## config.mk

```make
export PLATFORM = sky130hd
export DESIGN_NAME = program_loader
export DESIGN_NICKNAME = d
export VERILOG_FILES = /design/src/rtl/program_loader_pkg.sv /design/src/rtl/program_loader.sv
export SDC_FILE = /design/constraint.sdc
export NUM_CORES = 1
export LEC_CHECK = 0
export ABC_AREA = 1
export CAP_MARGIN = 10
export CORE_UTILIZATION = 46
export DETAILED_ROUTE_END_ITERATION = 8
export HOLD_SLACK_MARGIN = 0.06
export PLACE_DENSITY = 0.91
export SYNTH_ARGS = -nofsm -noshare
export SYNTH_HDL_FRONTEND = slang
export SYNTH_SLANG_ARGS = --single-unit
```

## constraint.sdc

```tcl
create_clock -name clk -period 2.5 [get_ports clk]
set_clock_uncertainty 0.2 [all_clocks]
set_input_delay 0.5 -clock clk [delete_from_list [all_inputs] [get_ports clk]]
set_output_delay 0.5 -clock clk [all_outputs]
set_load 0.05 [all_outputs]
```

## src/rtl/program_loader_pkg.sv

```systemverilog
// Shared definitions for the instruction-memory loader and the fetch side:
// loader state encoding and the text-segment base address.
package program_loader_pkg;

  typedef enum logic [1:0] {
    IDLE  = 2'd0,
    RECV  = 2'd1,
    WRITE = 2'd2,
    DONE  = 2'd3
  } state_t;

  localparam logic [31:0] TEXT_BASE = 32'h0040_0000;

endpackage

```

## src/rtl/program_loader.sv

```systemverilog
// Byte-stream to instruction-RAM writer: assembles big-endian 32-bit words
// and writes them at consecutive word addresses from BASE_ADDRESS.
//
// Byte handshake: a byte is consumed on a rising clk edge where Byte_Valid_i
// and Byte_Ready_o are both 1; the source must hold Byte_i/Byte_Valid_i
// stable until that edge. Byte_Ready_o depends only on registered state.
module program_loader
  import program_loader_pkg::*;
#(
  parameter int                    MEMORY_DEPTH = 64,
  parameter int                    DATA_WIDTH   = 32,
  parameter logic [DATA_WIDTH-1:0] BASE_ADDRESS = DATA_WIDTH'(TEXT_BASE)
) (
  input  logic                            clk,
  input  logic                            reset,
  input  logic                            Start_i,
  input  logic [$clog2(MEMORY_DEPTH):0]   Word_Count_i,
  input  logic [7:0]                      Byte_i,
  input  logic                            Byte_Valid_i,
  output logic                            Byte_Ready_o,
  output logic                            Mem_Write_o,
  output logic [DATA_WIDTH-1:0]           Mem_Address_o,
  output logic [DATA_WIDTH-1:0]           Mem_Data_o,
  output logic                            Busy_o,
  output logic                            Done_o,
  output logic                            Error_o,
  output state_t                          dbg_state_o
);

  localparam int IW = $clog2(MEMORY_DEPTH);
  localparam int CW = IW + 1;

  state_t                  state_q, state_d;
  logic [CW-1:0]           count_q, count_d;
  logic [IW-1:0]           index_q, index_d;
  logic [1:0]              byte_cnt_q, byte_cnt_d;
  logic [DATA_WIDTH-1:0]   word_q, word_d;
  logic                    mem_write_q, mem_write_d;
  logic                    done_q, done_d;
  logic                    error_q, error_d;

  always_comb begin
    state_d     = state_q;
    count_d     = count_q;
    index_d     = index_q;
    byte_cnt_d  = byte_cnt_q;
    word_d      = word_q;
    mem_write_d = 1'b0;
    done_d      = done_q;
    error_d     = error_q;

    case (state_q)
      IDLE, DONE: begin
        if (Start_i) begin
          if ((Word_Count_i == '0) || (Word_Count_i > CW'(MEMORY_DEPTH))) begin
            state_d = DONE;
            done_d  = 1'b1;
            error_d = 1'b1;
          end else begin
            state_d    = RECV;
            count_d    = Word_Count_i;
            index_d    = '0;
            byte_cnt_d = '0;
            done_d     = 1'b0;
            error_d    = 1'b0;
          end
        end
      end
      RECV: begin
        // Byte_Ready_o is 1 throughout RECV, so valid alone completes a handshake.
        if (Byte_Valid_i) begin
          word_d     = {word_q[DATA_WIDTH-9:0], Byte_i};
          byte_cnt_d = byte_cnt_q + 2'd1;
          if (byte_cnt_q == 2'd3) begin
            state_d     = WRITE;
            mem_write_d = 1'b1;
          end
        end
      end
      WRITE: begin
        index_d    = index_q + 1'b1;
        byte_cnt_d = '0;
        if ({1'b0, index_q} == (count_q - CW'(1))) begin
          state_d = DONE;
          done_d  = 1'b1;
        end else begin
          state_d = RECV;
        end
      end
      default: state_d = IDLE;
    endcase
  end

  always_ff @(posedge clk or posedge reset) begin
    if (reset) begin
      state_q     <= IDLE;
      count_q     <= '0;
      index_q     <= '0;
      byte_cnt_q  <= '0;
      word_q      <= '0;
      mem_write_q <= 1'b0;
      done_q      <= 1'b0;
      error_q     <= 1'b0;
    end else begin
      state_q     <= state_d;
      count_q     <= count_d;
      index_q     <= index_d;
      byte_cnt_q  <= byte_cnt_d;
      word_q      <= word_d;
      mem_write_q <= mem_write_d;
      done_q      <= done_d;
      error_q     <= error_d;
    end
  end

  // Word address is zero-extended index*4 above the base; it cannot wrap.
  assign Mem_Address_o = BASE_ADDRESS + DATA_WIDTH'({index_q, 2'b00});
  assign Mem_Data_o    = word_q;
  assign Mem_Write_o   = mem_write_q;
  assign Byte_Ready_o  = (state_q == RECV);
  assign Busy_o        = (state_q == RECV) || (state_q == WRITE);
  assign Done_o        = done_q;
  assign Error_o       = error_q;
  assign dbg_state_o   = state_q;

endmodule

```

# Word level (Yosys, flattened, before mapping)
# Index checks and enable logic that the tools add are counted.
[totals]
regBits = 52
wordCells = 57
[op_classes]
add_sub_neg = 4
n_lt_le_gt_ge = 1
n_eq_ne = 10
mux = 20
bitwise = 1
n_reduce_logical = 13
[ops]
columns = ["op", "n"]
rows = [
  ["$add 23x8->24 const A", 1],
  ["$mux 2", 8],
  ["$reduce_and 3->1", 5],
  ["$mux 6", 2],
  ["$pmux 2 s3", 2],
  ["$pmux 6 s2", 1],
  ["$ne 2x2->1 const B", 4],
  ["$eq 6x7->1", 1],
  ["$gt 7x7->1 const B", 1],
  ["$logic_not 7->1", 1],
  ["$sub 7x1->7 const B", 1],
  ["$add 6x1->6 const B", 1],
  ["$eq 2x2->1 const B", 3],
  ["$mux 1", 6],
  ["$reduce_and 2->1", 2],
  ["$add 2x1->2 const B", 1],
  ["$eq 2x1->1 const B", 1],
  ["$logic_not 2->1", 1],
  ["$logic_or 1x1->1", 2],
  ["$ne 2x1->1 const B", 1],
  ["$pmux 1 s2", 1],
  ["$reduce_bool 2->1", 1],
  ["$reduce_or 2->1", 1],
  ["$not 1->1", 1],
]

# Longest topological paths before layout
# Gate-level depths: netlist of the first run.
[logic_depth]
word_depth = 5
ltp_mapped = 14
ltp_nobuf = 14

# Worst setup path before layout of the first run
# OpenSTA, ideal clock, no wires.
[synth_path]
path_kind = "flip-flop to flip-flop"
startpoint = "register state_q[0] (netlist: dbg_state_o[0])"
endpoint = "register state_q[1] (netlist: dbg_state_o[1])"
arrival_ns = 1.967
path_slack_ns = 0.210
stages_incl_launch_ff = 10
path_buffers = 0
period_less_slack_ns = 2.290
path_cell_list = "dfrtp_1 inv_1 ha_1 inv_1 or2_1 nand2_1 a21oi_1 nand2_1 inv_1 a21oi_1"
[synth_via]
elab_chain_len = 4
[synth_lines]
columns = ["element", "line_no", "source"]
rows = [
  ["from (decl)", "program_loader.sv:33", "state_t state_q, state_d;"],
  ["from (signal assigned)", "program_loader.sv:105", "state_q <= state_d;"],
  ["$eq 2x2->1 / $logic_not 2->1 (equally long branches)", "program_loader.sv:52", "case (state_q)"],
  ["$reduce_or 2->1", "program_loader.sv:52", ""],
  ["$ne 2x2->1 (no source line)", "--", ""],
  ["$reduce_and 3->1 (no source line)", "--", ""],
]
# Parallel ways exist; a longest one is shown, timed or not.
# A chain may end at the register's enable or synchronous reset.

# Worst setup path in the final report of the first run
[layout_path]
startpoint = "register index_q[3]"
endpoint = "output Mem_Address_o[5]"
[layout_via]
elab_chain_len = 1
[layout_lines]
columns = ["element", "line_no", "source"]
rows = [
  ["from (decl)", "program_loader.sv:35", "logic [IW-1:0] index_q, index_d;"],
  ["from (signal assigned)", "program_loader.sv:107", "index_q <= index_d;"],
  ["$add 23x8->24", "program_loader.sv:117", "assign Mem_Address_o = BASE_ADDRESS + DATA_WIDTH'({index_q, 2'b00});"],
  ["to (decl)", "program_loader.sv:22", "output logic [DATA_WIDTH-1:0] Mem_Address_o,"],
]
# No other way between the ends.

==> results.md, run 1 <==
* CTS resizes at 0
* GRT Util Overall at 19.2%
* Port Buffers at 63
* Die area at slightly above 0.006 mm^2
* Top Family by Delay on Critical Path: buffers and inverters
* Pins Over Slew Limit at 0
* Mapped Avg Cell Area at 8.09 um^2
* DRT Wirelength at around 5500 um
* WS Path Type: reg2out
* Worst EP arrival at 1660 ps
* Hold Path Sink: Mem_Data_o[28]$_DFFE_PP0P_
* R2R depth at 13
* Gpl congestion at 0.835
* Register area share after synthesis at 48.0%
* Post-route DRC at 0
* Synth top area share at 48.0%
* Status: finished, final reports clean
* Die Y at 78.8 um
* Hold-fix buffer count after cts at 0
* Max_slew headroom at 64.0%
* Synth area leaders: dfrtp_1 (48%), nand2_1 (14%), buf_4 (7.2%)
* Critical Path Fanout Max at 7
* Max cap viols at 0
* Layout overhead on the synthesized area at 26.5%
* Reg-to-reg endpoint: Done_o$_DFFE_PP0P_
* Num ports at 90
* Share of cells above drive strength 1 at roughly 8%
* CTS buffer count at 5
* RSZ-0062 raised after global routing: no
* Clock-pin slew on the worst setup and hold paths at 100 ps
* HPWL Detailed at 4130 um
* Wire length of the first global-routing pass at 9210 um
* P_leak at 0.00168 uW
* Max Root-Sink Buffers at 2
* Vias in the first global route at 2037
* Reg2reg setup slack at about 570 ps
* Iter 0 DRT Violations at 58
* Clk sink count at 52
* Syn Inst Count at 335
* Clk_lat worst skew at between 300 and 400 ps
* Remaining global-route overflow at 0
* FP Rows at 27
* Slowest-stage cell, CP: clkdlybuf4s50_1
* Setup TNS at 0 ps
* Nets at 424
* Least-Margin Pin Slew at around 540 ps
* Crit path capture type: output port
* Critical path launch point type: flip-flop
* Power Dens Cells at between 1000 and 1500 mW/mm^2
* Core area at about 0.0056 mm^2
* Post-CTS Setup Inserts at 0
* Post-synthesis register bit count at 52
* Initial antenna violation count at 0
* WL/cell at 11.7 um
* CTS tree: done
* Slowest stage delay, CP at 850 ps
* Synth Cell Area at 0.00271 mm^2
* Die W at ~80 um
* Number of diodes at 0
* Starting density of the core at 48.3%
* First-pass DRT Iterations at 4
* Vias per Instance at 4.69
* Worst hold path class: reg2reg
* Worst-path cell chain: clkdlybuf4s50_1
* HP Start: Mem_Data_o[28]$_DFFE_PP0P_
* Largest net degree at the start of global routing at 33
* Tmin final at 2360 ps
* Fin crit share at 94.3%
* Worst Path Required at between 1500 and 2000 ps
* Peak supply drop at 0.000904 V
* Final hold vios at 0
* Count of cell types in the netlist at 28
* Place WS at 294 ps
* Synth area leader: dfrtp_1
* Setup ws final at 142 ps
* Worst r2r src: count_q[0]$_DFFE_PP0P_
* Via Count at 2213
* CTS H-tree depth at 2
* Max Clk Rate at 424 MHz
* Final ANT Viol Nets at 0
* Hold path depth at 2
* Warnings from Yosys at 0
* Buf/Inv on CP at 1
* Root Buffer Master: clkbuf_8
* Setup violators final at 0
==> flip-flops by register name, summed over array words and instances (netlist names) <==
| register | count |
|---|---|
| dbg_state_o | 2 |
| Done_o | 1 |
| Mem_Write_o | 1 |
| index_q | 6 |
| Mem_Data_o | 32 |
| Error_o | 1 |
| byte_cnt_q | 2 |
| count_q | 7 |
==> worst max-delay path by stage <==
stage                                             to  cells after the start                  startpoint
after global placement        index_q[4]$_DFFE_PP0P_                     11             Word_Count_i[5]
final                               Mem_Address_o[5]                      1      index_q[3]$_DFFE_PP0P_
after global routing                Mem_Address_o[2]                      1      index_q[0]$_DFFE_PP0P_
after floorplan           dbg_state_o[1]$_DFFE_PP0P_                      9  dbg_state_o[0]$_DFFE_PP0P_
after detailed placement      index_q[5]$_DFFE_PP0P_                     11             Word_Count_i[5]
after CTS                           Mem_Address_o[2]                      1      index_q[0]$_DFFE_PP0P_
==> Yosys cell counts (all sizes together) <==
library cell	instances
a21oi	7
buf	30
clkbuf	3
conb	2
dfrtp	52
ha	6
inv	42
nand2	109
nand3	11
nand3b	1
nand4	1
nor2	21
nor3	1
o21a	1
o21ai	39
or2	1
xnor2	4
xor2	4
==> report_power, final <==
group / internal (uW) / leakage (uW) / switching (uW)
sequential: 1190 / 0.000651 / 277
clock: 232 / 0.0000522 / 289
combinational: 956 / 0.000977 / 2040
==> kinds of logic (layout without fill, tap and decap cells) <==
kind of cell,Yosys count,after routing,synth area share [%]
DFF,52,52,48.0
other,2,26,0.277
AOI/OAI and AO/OA,47,47,9.46
buffers and inverters,75,116,14.6
and+or+nand+nor,145,145,22.3
xor gates and xnor gates,8,8,2.59
adders and majority gates,6,6,2.77
==> worst min-delay path, stage by stage (launching register included) <==
cell and delay (ps):
dfrtp_1 350, nand2_1 50, o21ai_0 60
==> cell type report <==
cell class	count	area (um^2)
clock buffers	6	82.6
clock inverters	2	17.5
fillers	494	2180
inverters	42	160
multi-input cells	232	1100
flip-flops and latches	52	1300
well taps	72	90.1
repair buffers	66	673
==> cell usage in the layout, fill, tap and decap left out, drive strengths merged <==
cell           count
nand3b             1
a21oi              7
o21ai             39
clkbuf             6
conb              26
nor2              21
ha                 6
xnor2              4
clkdlybuf4s50     61
inv               44
nand3             11
o21a               1
nand2            109
dfrtp             52
nand4              1
xor2               4
or2                1
nor3               1
buf                5
==> routing by layer <==
metal,vias up,routed length (um),GRT usage [%]
met4,0,57,5.00
li1,1104,-,-
met5,-,0,0
met3,6,387,5.52
met2,74,2720,33.0
met1,1029,2370,23.6
==> through the flow <==
stage          instance area, um^2  util, %  hold WS [ps]  instances  total power (uW)
6_report                      3430     61.1           289        472              4990
5_1_grt                       3430     61.1           331        472              5330
4_1_cts                       3430     61.1           296        472              5030
3_5_place_dp                  3330     59.3           272        464              4490
3_3_place_gp                  3330     59.3           265        464              4420
2_1_floorplan                 2800        -           257        359              3560
Power figures use the tool's default switching activity.
==> inputs of run 2 (changes only) <==
GPL_TIMING_DRIVEN = 0   (was unset)
RECOVER_POWER = 50   (was unset)
==> run 2 against run 1 <==
Effect of this change:
- register-to-register slack worse by 150 ps
- worst hold slack worse by 3.3 ps
- non-clock buffer count up 31
- core utilization up 2.9 points
- setup slack worse by 23 ps
- global-route usage up 2.0 points
- power down 1.4%
- critical path depth unchanged
- routed wire length up 7.9%
- cell area up 4.8%
- fmax down 0.95%
- sequential power about the same
- critical path type unchanged
==> results.md, run 2 (synthesis gave the netlist of run 1 again) <==
* Final hold vios at 0 (unchanged)
* CTS H-tree depth at 2 (unchanged)
* Die Y at 78.8 um (unchanged)
* Gpl congestion at 0.869 (+4.0%)
* Hold-fix buffer count after cts at 0 (unchanged)
* Peak supply drop at 0.000884 V (-2.1%)
* FP Rows at 27 (unchanged)
* CTS buffer count at 5 (unchanged)
* Worst r2r src: dbg_state_o[1]$_DFFE_PP0P_
* Nets at 455 (+7.3%)
* Vias per Instance at 4.60 (-1.8%)
* HP Start: Done_o$_DFFE_PP0P_
* Commonest non-fill, non-tap cells in the layout: nand2_1 (105), clkdlybuf4s50_1 (59), dfrtp_1 (52), inv_1 (39), o21ai_0 (35)
* Die W at 78.8 um (unchanged)
* Area after detailed placement at 0.00354 mm^2 (+6.4%)
* Least-Margin Pin Slew at 746 ps (+207 ps)
* Worst EP arrival at 1680 ps (+20 ps)
* Fin crit share at 95.2% (+0.90 points)
* Top Family by Delay on Critical Path: buffers and inverters
* Post-route cell area at 0.00359 mm^2 (+4.8%)
* Hold path depth at 2 (unchanged)
* First-pass DRT Iterations at 4 (unchanged)
* Max_slew headroom at 50.2% (-14 points)
* Worst hold path class: reg2reg
* Post-route DRC at 0 (unchanged)
* Max Root-Sink Buffers at 2 (unchanged)
* Max Clk Rate at 420 MHz (-0.95%)
* Buf/Inv on CP at 1 (unchanged)
* Remaining global-route overflow at 0 (unchanged)
* Wire length of the first global-routing pass at 10400 um (+12%)
* DRT Wirelength at 5980 um (+7.9%)
* Via Count at 2315 (+4.6%)
* Initial antenna violation count at 0 (unchanged)
* Slowest-stage cell, CP: clkdlybuf4s50_1
* Number of diodes at 0 (unchanged)
* Core area at 0.00561 mm^2 (unchanged)
* Reg-to-reg endpoint: Mem_Data_o[4]$_DFFE_PP0P_
* Die area at 0.00620 mm^2 (unchanged)
* Num ports at 90 (unchanged)
* Status: finished, final reports clean
* Root Buffer Master: clkbuf_8
* Share of cells above drive strength 1 at 11.8% (+3.8 points)
* Clk_lat worst skew at 300 ps (about the same)
* Most common cell after layout, fill and taps aside: nand2_1
* Clk sink count at 52 (unchanged)
* Largest register FFs at 32 (unchanged)
* Worst Path Required at 1800 ps (about the same)
* Port Buffers at 63 (unchanged)
* GRT Util Overall at 21.2% (+2.0 points)
* WL/cell at 11.9 um (+1.3%)
* Hold Path Sink: Done_o$_DFFE_PP0P_
* RSZ-0062 raised after global routing: no
* Pwr Total at 4920 uW (-1.4%)
* Final ANT Viol Nets at 0 (unchanged)
* Power Dens Cells at 1370 mW/mm^2 (-6.0%)
* WS Path Type: reg2out
* Critical path launch point type: flip-flop
* Layout overhead on the synthesized area at 32.5%
* CTS tree: done
* Setup violators final at 0 (unchanged)
* Critical Path Fanout Max at 7 (unchanged)
* Max cap viols at 0 (unchanged)
* Crit path capture type: output port
* Tmin final at 2380 ps (+22.5 ps)
* Iter 0 DRT Violations at 121 (+110%)
* Largest net degree at the start of global routing at 36 (+9.1%)
* Reg2reg setup slack at 420 ps (-150 ps)
* HPWL Detailed at 4580 um (+11%)
* Worst-path cell chain: clkdlybuf4s50_1
* Clock-pin slew on the worst setup and hold paths at 90 ps (about the same)
* P_leak at 0.00181 uW (+8.0%)
* Post-CTS Setup Inserts at 0 (unchanged)
* Pins Over Slew Limit at 0 (unchanged)
* Slowest stage delay, CP at 860 ps (about the same)
* R2R depth at 7 (-6)
* Starting density of the core at 48.3% (unchanged)
* Vias in the first global route at 2319 (+14%)
run 2: worst max-delay path by stage:
stage | from | to | cells after the start
floorplan | dbg_state_o[0]$_DFFE_PP0P_ | dbg_state_o[1]$_DFFE_PP0P_ | 9
global placement | reset | byte_cnt_q[1]$_DFFE_PP0P_ | 2
detailed placement | dbg_state_o[0]$_DFFE_PP0P_ | Busy_o | 4
CTS | dbg_state_o[0]$_DFFE_PP0P_ | Busy_o | 4
global route | dbg_state_o[1]$_DFFE_PP0P_ | Byte_Ready_o | 3
finish | index_q[3]$_DFFE_PP0P_ | Mem_Address_o[5] | 1
run 2: stage by stage:
| step | TNS (ps) | util (%) | cells | worst slack (ps) | hold slack [ps] |
|---|---|---|---|---|---|
| floorplan | 0 | - | 359 | 210 | 257 |
| global placement | -20380 | 62.8 | 494 | -394 | 262 |
| detailed placement | 0 | 63.1 | 495 | 76.5 | 273 |
| CTS | 0 | 64.7 | 503 | 15.3 | 296 |
| global route | 0 | 64.1 | 503 | 53.1 | 318 |
| finish | 0 | 64.1 | 503 | 120 | 285 |
run 2: final cells by class:
type	instances	area [um^2]
plain buffers	33	224
clock buffers	5	68.8
clock inverters	3	21.3
fillers	515	2020
inverters	42	160
multi-input cells	232	1080
flip-flops and latches	52	1300
well taps	72	90.1
repair buffers	64	644
run 2: metal layers:
layer | global-route usage, % | share of wire (%)
met2 | 38.7 | 50
met1 | 23.6 | 41
met4 | 5.74 | 0.99
met3 | 6.67 | 7.3
met5 | 0 | 0
run 2: timing repair:
action | CTS | global route
endpoints found under the setup margin | 2 | 1
resized for setup | 2 | 2
pin swaps | 0 | 0
run 2: worst min-delay path: cells and delay by family (launching register included):
family        cells  cell delay (ps)
simple gates      2               90
flops             1              360
run 2: power by group:
group          total (uW)  internal, uW  switching [uW]
clock network         485           199             286
registers            1470          1190             281
logic                2960           918            2040
